File: config.mk
export PLATFORM = sky130hd
export DESIGN_NAME = dh_responder
export DESIGN_NICKNAME = d
export VERILOG_FILES = /design/src/rtl/dh_responder.sv
export SDC_FILE = /design/constraint.sdc
export NUM_CORES = 1
export LEC_CHECK = 0
export BUFFER_PORTS_ARGS = -buffer_cell sky130_fd_sc_hd__buf_2
export CAP_MARGIN = 20
export CORE_MARGIN = 4
export CORE_UTILIZATION = 58
export CTS_BUF_LIST = sky130_fd_sc_hd__clkbuf_4 sky130_fd_sc_hd__clkbuf_8
export CTS_CLUSTER_DIAMETER = 60
export DETAILED_ROUTE_END_ITERATION = 6
export GPL_TIMING_DRIVEN = 0
export HOLD_SLACK_MARGIN = 0.08
export PLACE_DENSITY = 0.86
export SLEW_MARGIN = 20
export SYNTH_ARGS = -nofsm -noshare
export SYNTH_HDL_FRONTEND = slang
export SYNTH_SLANG_ARGS = --single-unit
File: constraint.sdc
create_clock -name clk -period 8.4 [get_ports clk]
set_input_delay 1.68 -clock clk [delete_from_list [all_inputs] [get_ports clk]]
set_output_delay 1.68 -clock clk [all_outputs]
set_load 0.03 [all_outputs]
File: src/rtl/dh_responder.sv
// rtl/dh_responder.sv - Diffie-Hellman responder with constant-time modular exponentiation
module dh_responder #(
  parameter int W = 8,
  parameter int P = 23,
  parameter int G = 5
) (
  input  logic         clk,
  input  logic         rst,
  input  logic [W-1:0] priv,
  input  logic         a_valid,
  input  logic [W-1:0] a_data,
  output logic         a_ready,
  output logic         b_valid,
  output logic [W-1:0] b_data,
  input  logic         b_ready,
  output logic         key_valid,
  output logic [W-1:0] key,
  output logic         err,
  output logic         busy
);

  typedef enum logic [2:0] {IDLE, EXP_B, SEND_B, EXP_K, DONE} state_t;

  localparam int              CW   = (W > 1) ? $clog2(W) : 1;
  localparam logic [W:0]      PW   = (W+1)'(P);
  localparam logic [W-1:0]    GW   = W'(G);
  localparam logic [W-1:0]    ONE  = W'(1);
  localparam logic [CW-1:0]   LAST = CW'(W - 1);

  state_t        state, state_next;
  logic [W-1:0]  a_reg, e_reg, r, acc;
  logic [CW-1:0] bit_idx, mstep;
  logic          phase;  // 0: square step, 1: multiply-by-base step

  logic          a_accept, a_bad;
  logic [W-1:0]  base, y_op, acc_in, prod, final_val;
  logic [W:0]    dbl, red1, sum, red2;
  logic          y_bit, e_bit, mul_done, exp_done;
  logic [CW-1:0] y_idx, e_idx;

  assign a_ready  = (state == IDLE) || (state == DONE);
  assign b_valid  = (state == SEND_B);
  assign busy     = (state == EXP_B) || (state == EXP_K);
  assign a_accept = a_valid && a_ready;
  assign a_bad    = (a_data == '0) || ({1'b0, a_data} >= PW);

  // One shift-add multiplier step: acc = 2*acc (+ r if y bit set), kept reduced below P
  always_comb begin
    base      = (state == EXP_K) ? a_reg : GW;
    y_op      = phase ? base : r;
    y_idx     = LAST - mstep;
    e_idx     = LAST - bit_idx;
    y_bit     = y_op[y_idx];
    e_bit     = e_reg[e_idx];
    acc_in    = (mstep == '0) ? '0 : acc;
    dbl       = {acc_in, 1'b0};
    red1      = (dbl >= PW) ? (dbl - PW) : dbl;
    sum       = red1 + {1'b0, r};
    red2      = (sum >= PW) ? (sum - PW) : sum;
    prod      = y_bit ? red2[W-1:0] : red1[W-1:0];
    mul_done  = (mstep == LAST);
    exp_done  = mul_done && phase && (bit_idx == LAST);
    // The multiply result is computed every bit and only selected by the exponent bit
    final_val = e_bit ? prod : r;
  end

  // State register; reset aborts any exchange in flight
  always_ff @(posedge clk or posedge rst) begin
    if (rst) state <= IDLE;
    else     state <= state_next;
  end

  // Next-state selection
  always_comb begin
    state_next = state;
    case (state)
      IDLE, DONE: begin
        if (a_accept) state_next = a_bad ? IDLE : EXP_B;
      end
      EXP_B:  if (exp_done) state_next = SEND_B;
      SEND_B: if (b_ready)  state_next = EXP_K;
      EXP_K:  if (exp_done) state_next = DONE;
      default: state_next = IDLE;
    endcase
  end

  // Operand latching, exponentiation sequencing and result registers
  always_ff @(posedge clk or posedge rst) begin
    if (rst) begin
      a_reg     <= '0;
      e_reg     <= '0;
      r         <= ONE;
      acc       <= '0;
      bit_idx   <= '0;
      mstep     <= '0;
      phase     <= 1'b0;
      b_data    <= '0;
      key       <= '0;
      key_valid <= 1'b0;
      err       <= 1'b0;
    end else begin
      err <= 1'b0;
      if (a_accept) begin
        key_valid <= 1'b0;
        if (a_bad) begin
          err <= 1'b1;
        end else begin
          a_reg   <= a_data;
          e_reg   <= priv;
          r       <= ONE;
          bit_idx <= '0;
          mstep   <= '0;
          phase   <= 1'b0;
        end
      end else if (busy) begin
        acc   <= prod;
        mstep <= mul_done ? '0 : mstep + 1'b1;
        if (mul_done) begin
          if (!phase) begin
            r     <= prod;
            phase <= 1'b1;
          end else begin
            r       <= final_val;
            phase   <= 1'b0;
            bit_idx <= bit_idx + 1'b1;
          end
        end
        if (exp_done) begin
          if (state == EXP_B) begin
            b_data <= final_val;
          end else begin
            key       <= final_val;
            key_valid <= 1'b1;
          end
        end
      end else if (b_valid && b_ready) begin
        r       <= ONE;
        bit_idx <= '0;
        mstep   <= '0;
        phase   <= 1'b0;
      end
    end
  end

endmodule

# == After elaboration in Yosys (flattened, before gate mapping) ==
# Cells that the tools add are included.
# W data, S select, Z words.
# word_totals
ff_bits,60
inputBits,20
output_inout_bits,21
wordCells,108
# classes
add_sub_neg,7
order_cmp,5
n_eq_ne,14
mux,44
bitwise,3
reduce_logical,23
# ops
operator,count
$mux W8,12
$mux W3,13
$ge A9 B5 Y1 const B,2
$reduce_and A4 Y1,4
$mux W1,15
$pmux W3 S4,1
$ne A2 B2 Y1 const B,5
$add A9 B8 Y9,1
$eq A3 B3 Y1 const B,3
$mux W9,1
$sub A9 B5 Y9 const B,1
$ge A8 B5 Y1 const B,1
$logic_not A8 Y1,1
$lt A3 B4 Y1 const B,2
$sub A8 B5 Y8 const B,1
$add A3 B1 Y3 const B,2
$bmux W1 S3,2
$eq A3 B2 Y1 const B,2
$logic_not A3 Y1,2
$ne A3 B1 Y1 const B,2
$reduce_and A2 Y1,3
$reduce_and A3 Y1,2
$sub A3 B3 Y3 const A,2
$logic_and A1 B1 Y1,4
other kinds (7),12

# == Logic depth before layout (Yosys ltp) ==
# Gate-level depths: netlist of run 1.
# logic_depth
word_depth,13
depth_mapped,22
depth_no_buf,18

# == Worst setup path before layout of run 1 ==
# Ideal clock, no wire load.
# synth_timing
kind,reg2reg
start,reg mstep[1]
end,reg key[0]
setup_time_ns,0.131
t_arrival_ns,4.371
t_required_ns,8.269
setup_slack_ns,3.898
stages_incl_launch_ff,21
n_path_buf,3
period_less_slack_ns,4.502
cell_sequence,dfrtp_1 > buf_2 > inv_1 > ha_1 > nand2b_1 > clkbuf_1 > and2_1 > ha_1 > a21oi_1 > inv_1 > ha_1 > fa_1 > xor2_1 > and3_1 > nor3b_1 > o31ai_2 > or3_1 > buf_2 > or3_4 > a311oi_2 > o31ai_1
# synth_between
elab_chain_len,9
elab_cells_between_ends,18
cone_classes,4 x add/sub; 2 x order compare; 1 x eq/ne; 7 x mux; 4 x reduce/logical
# synth_rtl
item,line,rtl
start: declaration,32,"logic [CW-1:0] bit_idx, mstep;"
start signal: assignment,117,mstep <= mul_done ? '0 : mstep + 1'b1;
$logic_not A3 Y1,55,acc_in = (mstep == '0) ? '0 : acc;
$mux W8,55,
$sub A9 B5 Y9 or $ge A9 B5 Y1 (tied branches),57,red1 = (dbl >= PW) ? (dbl - PW) : dbl;
$mux W9,57,
$add A9 B8 Y9,58,"sum = red1 + {1'b0, r};"
$ge A9 B5 Y1 or $sub A8 B5 Y8 (tied branches),59,red2 = (sum >= PW) ? (sum - PW) : sum;
$mux W8,59,
$mux W8,60,prod = y_bit ? red2[W-1:0] : red1[W-1:0];
$mux W8,64,final_val = e_bit ? prod : r;
end signal: assignment,132,key <= final_val;
end: declaration,17,"output logic [W-1:0] key,"
# Several ways; a longest one is shown, not always the timed one. The select of a mux whose other input is x is not followed.
# A chain may end at the register's enable or synchronous reset.

# == Final worst setup path of run 1 ==
# layout_timing
start,reg mstep[1]
end,reg key[1]
# layout_between
elab_chain_len,9
elab_cells_between_ends,18
cone_classes,4 x add/sub; 2 x order compare; 1 x eq/ne; 7 x mux; 4 x reduce/logical
# layout_rtl
item,line
$logic_not A3 Y1,55
$mux W8,55
$sub A9 B5 Y9 or $ge A9 B5 Y1 (tied branches),57
$mux W9,57
$add A9 B8 Y9,58
$sub A8 B5 Y8 or $ge A9 B5 Y1 (tied branches),59
$mux W8,59
$mux W8,60
$mux W8,64
# Several ways; a longest one is shown, not always the timed one. The select of a mux whose other input is x is not followed.

==> results of run 1 <==
-- cell usage in the layout, fill, tap and decap left out, types with 7 or more instances in the layout --
cell,synthesis,layout
a21oi_1,25,25
a22o_1,7,7
a31oi_1,10,10
and2_1,8,8
and3_1,8,8
buf_2,4,44
clkbuf_1,13,13
clkbuf_8,0,11
dfrtp_1,59,59
ha_1,17,17
inv_1,10,9
mux2_2,22,22
nand2_1,45,45
nand3_1,16,16
nor2_1,34,34
o21ai_0,14,14
o21ai_1,14,14
xnor2_1,7,7
-- critical path: cells and delay by family (launching register included) --
family          cells  cell delay (ps)
buf+inv             5              840
compound gates      8             2480
xor+xnor            1              290
fa+ha+maj           3              730
flops               1              380
simple gates        3              930
-- metal layers --
metal  part of all wire, %  vias up
met1                    42     1646
met5                     0        -
met2                    46      142
met4                   2.8        0
met3                   9.0       29
li1                      -     1608
-- Yosys cell counts (all sizes together), types with 7 or more instances --
cell and number:
dfrtp 59, nand2 45, nor2 34, o21ai 28, a21oi 26, mux2 22, ha 17, nand3 16
clkbuf 13, inv 11, a31oi 10, and2 8, and3 8, a22o 7, xnor2 7
-- final cells by class --
type	count	area share, %
Sequential cell	60	34.66
Clock inverter	4	1.126
Inverter	11	1.010
Multi-Input combinational cell	319	51.20
Clock buffer	11	3.492
Tap cell	77	2.222
Timing Repair Buffer	40	4.618
Buffer	18	1.674
-- path summary, 6_finish.rpt --
kind	slack, ps	to	cells after the start	from
max	2590	key[1]	20	mstep[1]
min	480	b_data[0]	2	b_data[0]
max reg2reg	2590	key[1]	20	mstep[1]
min reg2reg	480	b_data[0]	2	b_data[0]
max in group asynchronous	6470	e_reg[4]	2	rst
min in group asynchronous	1450	b_data[0]	2	rst
-- stage by stage --
step	utilization [%]	instance area (um^2)
6_report	67.89	4335
5_1_grt	67.89	4335
4_1_cts	67.81	4330
3_5_place_dp	64.67	4130
3_3_place_gp	64.64	4128
2_1_floorplan	-	3831
-- cells by family (layout without fill, tap and decap cells) --
kind of cell,after synthesis,after routing,synth area share [%]
and+or+nand+nor,143,143,17.93
AOI/OAI and AO/OA,115,115,20.44
DFF,60,60,39.22
muxes,31,31,10.12
buffers and inverters,29,84,2.972
adders and majority gates,18,18,6.074
xor gates and xnor gates,12,12,3.233
==> results.py, run 1 <==
metrics = {
    "worst_setup_path": {
        "endpoint_kind": "flip-flop",
        "worstSetupPathType": "flip-flop to flip-flop",
        "worstPathRequired_ps": 8600,
        "crit_path_cell_trace": "buf_2, inv_1, ha_1, nand2b_1, clkbuf_1, and2_1, ha_1, a21oi_1, xnor2_1, inv_1, ha_1, buf_2, a2111oi_0, o21ai_0, o211ai_2, o31ai_2, nor3_1, a21boi_1, a2111oi_0, o21ai_1",
        "crit_fanout": 8,
        "crit_top_cell": "ha_1",
        "cp_slowest_stage_delay_ps": 700,
        "arrival_ps": 6010,
        "critPathSlowestCell": "a2111oi_0",
        "start_kind": "flip-flop",
    },
    "global_routing": {
        "grt.met1_usage_pct": 34.78,
        "grt.busiest_layer": "met2",
        "met3_usage_pct": 7.189,
        "grt_pass1_wl_um": 16010,
        "overflow": 0,
        "grt_pass1_vias": 3339,
        "use_met2_pct": 42.53,
        "antenna_found_initial": 0,
        "grt_util_all_layers_pct": 26.74,
        "grt_max_degree": 61,
    },
    "sta": {
        "slew_headroom_pct": 44.71,
        "fmax_mhz": 172.1,
        "worstMarginPinSlew_ps": 823.0,
        "slew_viol_final": 0,
        "skew_ps": 10.52,
        "rsz0062_at_grt": "no",
        "setup_slack_ps": 2590,
        "timing.final.crit_share_pct": 69.17,
        "final_hold_viol_count": 0,
        "period_minus_slack_ps": 5810,
        "setup_viol": 0,
        "hold_ws_ps": 476.7,
        "fin_tns_setup_ps": 0,
    },
    "logic_synthesis": {
        "ys_ff_latch": 60,
        "syn_area_per_cell_um2": 9.390,
        "ys_warn_count": 0,
        "synth-edff-count": 0,
        "seq_area_frac_synth_pct": 39.22,
        "yosysTopAreaCell": "dfrtp_1",
        "ys_types": 57,
        "syn_area_um2": 3831,
        "synth_flop_cell": "dfrtp_1",
        "synthArstFlopShare_pct": 100.0,
        "synth_top_area_share_pct": 38.54,
        "synth_cells": 408,
        "synthTopCellsByArea": "dfrtp_1 (39%), mux2_2 (6.5%), ha_1 (5.6%)",
        "synthesis.nets": 446,
    },
    "finish": {
        "fill_cells": 493,
        "num-nets-final": 497,
        "seq_area_um2": 1503,
        "multi_input_area_um2": 2220,
        "layout-drive-gt1-share_pct": 21.17,
        "antenna_cells": 0,
        "syn2layout_area_growth_pct": 13.16,
        "final_cells": 540,
    },
    "clocking": {
        "post-cts-setup-buffers": 0,
        "cts-hold-fix-buffers": 0,
        "cts_sinks": 60,
        "worstSkewPairLatency_ps": 350,
        "cts_made_buffers": 9,
        "cts_tree": "yes",
        "clock_path_buffers": 2,
        "cts_max_level": 3,
        "cts_resized": 0,
        "clockRootBuffer": "clkbuf_8",
        "clk_pin_slew_ps": 70,
    },
    "place": {
        "pre_cts_ws_ps": 2855,
        "io_buffer_count": 40,
        "dp.cells": 525,
        "hpwl_um": 7390,
        "globalplace.congestion": 0.9963,
    },
    "die": {
        "num_rows": 29,
        "core_area_um2": 6386,
        "start_util_pct": 59.99,
        "die_area_um2": 7970,
        "die_width_um": 89.28,
        "die_y_um": 89.28,
        "io_pins": 41,
    },
    "detailed_routing": {
        "vias_per_cell": 6.343,
        "vias": 3425,
        "antenna_left": 0,
        "firstDrtPassIters": 4,
        "wl_um": 9805,
        "wl_per_cell_um": 18.16,
        "drc_errors": 0,
        "drt_iter0_drc": 379,
    },
    "run_status": {
        "status": "completed",
    },
    "worst_hold_path": {
        "hold_class": "flip-flop to flip-flop",
    },
    "flow_run": {
        "drv_cap": 0,
    },
}
Power of run 1 is not shown: default switching activity piles up to over one toggle a cycle in this logic, so the estimate is an artifact.
==> run 2: changes to the inputs <==
--- a/config.mk
+++ b/config.mk
@@ -8,13 +8,13 @@
 export BUFFER_PORTS_ARGS = -buffer_cell sky130_fd_sc_hd__buf_2
 export CAP_MARGIN = 20
 export CORE_MARGIN = 4
-export CORE_UTILIZATION = 58
+export CORE_UTILIZATION = 55
 export CTS_BUF_LIST = sky130_fd_sc_hd__clkbuf_4 sky130_fd_sc_hd__clkbuf_8
 export CTS_CLUSTER_DIAMETER = 60
 export DETAILED_ROUTE_END_ITERATION = 6
 export GPL_TIMING_DRIVEN = 0
 export HOLD_SLACK_MARGIN = 0.08
-export PLACE_DENSITY = 0.86
+export PLACE_DENSITY = 0.85
 export SLEW_MARGIN = 20
 export SYNTH_ARGS = -nofsm -noshare
 export SYNTH_HDL_FRONTEND = slang
==> constraint.sdc (replaced) <==
create_clock -name clk -period 5.19 [get_ports clk]
set_input_delay 1.038 -clock clk [delete_from_list [all_inputs] [get_ports clk]]
set_output_delay 1.038 -clock clk [all_outputs]
set_load 0.03 [all_outputs]
==> run 2 against run 1 <==
Against the previous run:
- die area rose by 5.0%
- clock-buffer cell count did not move
- first-iteration DRC count fell by 3.2%
- non-clock buffer count fell by 1
- final cell count rose by 3.5%
- setup slack got worse by 2300 ps
- critical path depth did not move
- global-route usage fell by 2.6 points
- highest routed layer unchanged
- via count rose by 0.70%
- fmax rose by 19%
- cell area rose by 1.9%
- sequential share of layout area fell by 0.66 points
==> results.py, run 2 (synthesis results as in run 1) <==
metrics = {
    "clocking": {
        "clk_pin_slew_ps": 70,
        "worstSkewPairLatency_ps": 350,
        "clock_path_buffers": 2,
        "cts-hold-fix-buffers": 0,
        "cts_made_buffers": 9,
        "cts_max_level": 3,
        "cts_tree": "yes",
        "clockRootBuffer": "clkbuf_8",
        "cts_sinks": 60,
    },
    "detailed_routing": {
        "drt_iter0_drc": 367,
        "firstDrtPassIters": 5,
        "wl_per_cell_um": 17.54,
        "vias_per_cell": 6.170,
        "drc_errors": 0,
        "vias": 3449,
        "antenna_left": 0,
        "wl_um": 9804,
    },
    "finish": {
        "syn2layout_area_growth_pct": 15.35,
        "antenna_cells": 0,
        "layout_common_cells": "dfrtp_1 (59), nand2_1 (45), buf_2 (44)",
        "num-nets-final": 496,
        "final_common_cell": "dfrtp_1",
        "layout-drive-gt1-share_pct": 22.89,
    },
    "sta": {
        "period_minus_slack_ps": 4895,
        "setup_viol": 0,
        "worstMarginPinSlew_ps": 737.4,
        "slew_headroom_pct": 50.66,
        "timing.final.crit_share_pct": 94.32,
        "setup_slack_ps": 294.6,
        "slew_viol_final": 0,
        "fmax_mhz": 204.3,
        "skew_ps": 13.64,
        "final_hold_viol_count": 0,
        "rsz0062_at_grt": "no",
        "fin_tns_setup_ps": 0,
        "hold_ws_ps": 477.8,
    },
    "worst_setup_path": {
        "r2r-end": "key[0]",
        "start_kind": "flip-flop",
        "endpoint_kind": "flip-flop",
        "worstPathRequired_ps": 5400,
        "r2r_cells": 20,
        "startpoint": "mstep[1]",
        "rr_startpoint": "mstep[1]",
        "arrival_ps": 5100,
        "crit_fanout": 10,
        "r2r_slack_ps": 290,
        "cp-endpoint": "key[0]",
        "worstSetupPathType": "flip-flop to flip-flop",
    },
    "die": {
        "start_util_pct": 56.39,
        "die_width_um": 91.46,
        "num_rows": 30,
        "io_pins": 41,
        "die_y_um": 91.46,
        "die_area_um2": 8365,
        "core_area_um2": 6794,
    },
    "global_routing": {
        "overflow": 0,
        "grt_max_degree": 61,
        "grt_pass1_wl_um": 15930,
        "antenna_found_initial": 0,
        "grt_util_all_layers_pct": 24.19,
        "grt_pass1_vias": 3210,
    },
    "place": {
        "io_buffer_count": 40,
        "hpwl_um": 7306,
        "pre_cts_ws_ps": -183.7,
        "globalplace.congestion": 0.9252,
    },
    "worst_hold_path": {
        "hold_class": "flip-flop to flip-flop",
    },
    "flow_run": {
        "drv_cap": 0,
    },
    "run_status": {
        "status": "completed",
    },
}
## run 2: cell type report
class | instances | area (um^2)
clock inverter | 5 | 75.07
sequential | 60 | 1503
buffer | 17 | 68.82
multi-input combinational | 319 | 2263
timing repair buffer | 40 | 200.2
fill | 538 | 2375
clock buffer | 11 | 145.1
tap | 96 | 120.1
inverter | 11 | 43.79
## run 2: through the flow
stage	utilization (%)	area, um^2	instances
4_1_cts	64.64	4392	560
5_1_grt	65.05	4419	559
3_3_place_gp	61.11	4151	544
2_1_floorplan	-	3831	408
3_5_place_dp	61.14	4154	544
6_report	65.05	4419	559
## run 2: routing by layer
metal | up-vias | part of all wire (%) | track usage (%)
met5 | - | 0 | 0
met4 | 0 | 2.4 | 7.915
met3 | 29 | 6.8 | 5.220
met2 | 146 | 48 | 39.20
met1 | 1675 | 43 | 32.14
li1 | 1599 | - | -
## run 2: worst min path at each step
stage | start | slack (ps) | to | cells after the start
global placement | key[0] | 460 | key[0] | 2
global route | b_data[2] | 510 | b_data[2] | 2
finish | b_data[1] | 480 | b_data[1] | 2
floorplan | a_reg[4] | 440 | a_reg[4] | 2
detailed placement | b_data[1] | 470 | b_data[1] | 2
CTS | b_data[1] | 480 | b_data[1] | 2
## run 2: repair_timing
item,4_1_cts,5_1_grt
gates cloned,0,0
buffers inserted,0,0
setup endpoints to repair,7,26
resized for setup,4,6
pin swaps,0,0
## run 2: worst max-delay path, cell delays in order, from the launching register on
cell and delay [ps]:
dfrtp_1 390, buf_2 170, inv_1 120, ha_1 200, nand2b_2 160, and2_1 220, ha_1 270, a21oi_4 230
xnor2_2 180, inv_1 160, ha_1 300, buf_2 180, a2111oi_2 310, o21ai_0 180, o211ai_2 140, o31ai_2 180
or3_1 330, buf_2 190, or3_4 350, a311oi_2 370, o31ai_1 120
Power of run 2 is left out for the same reason.
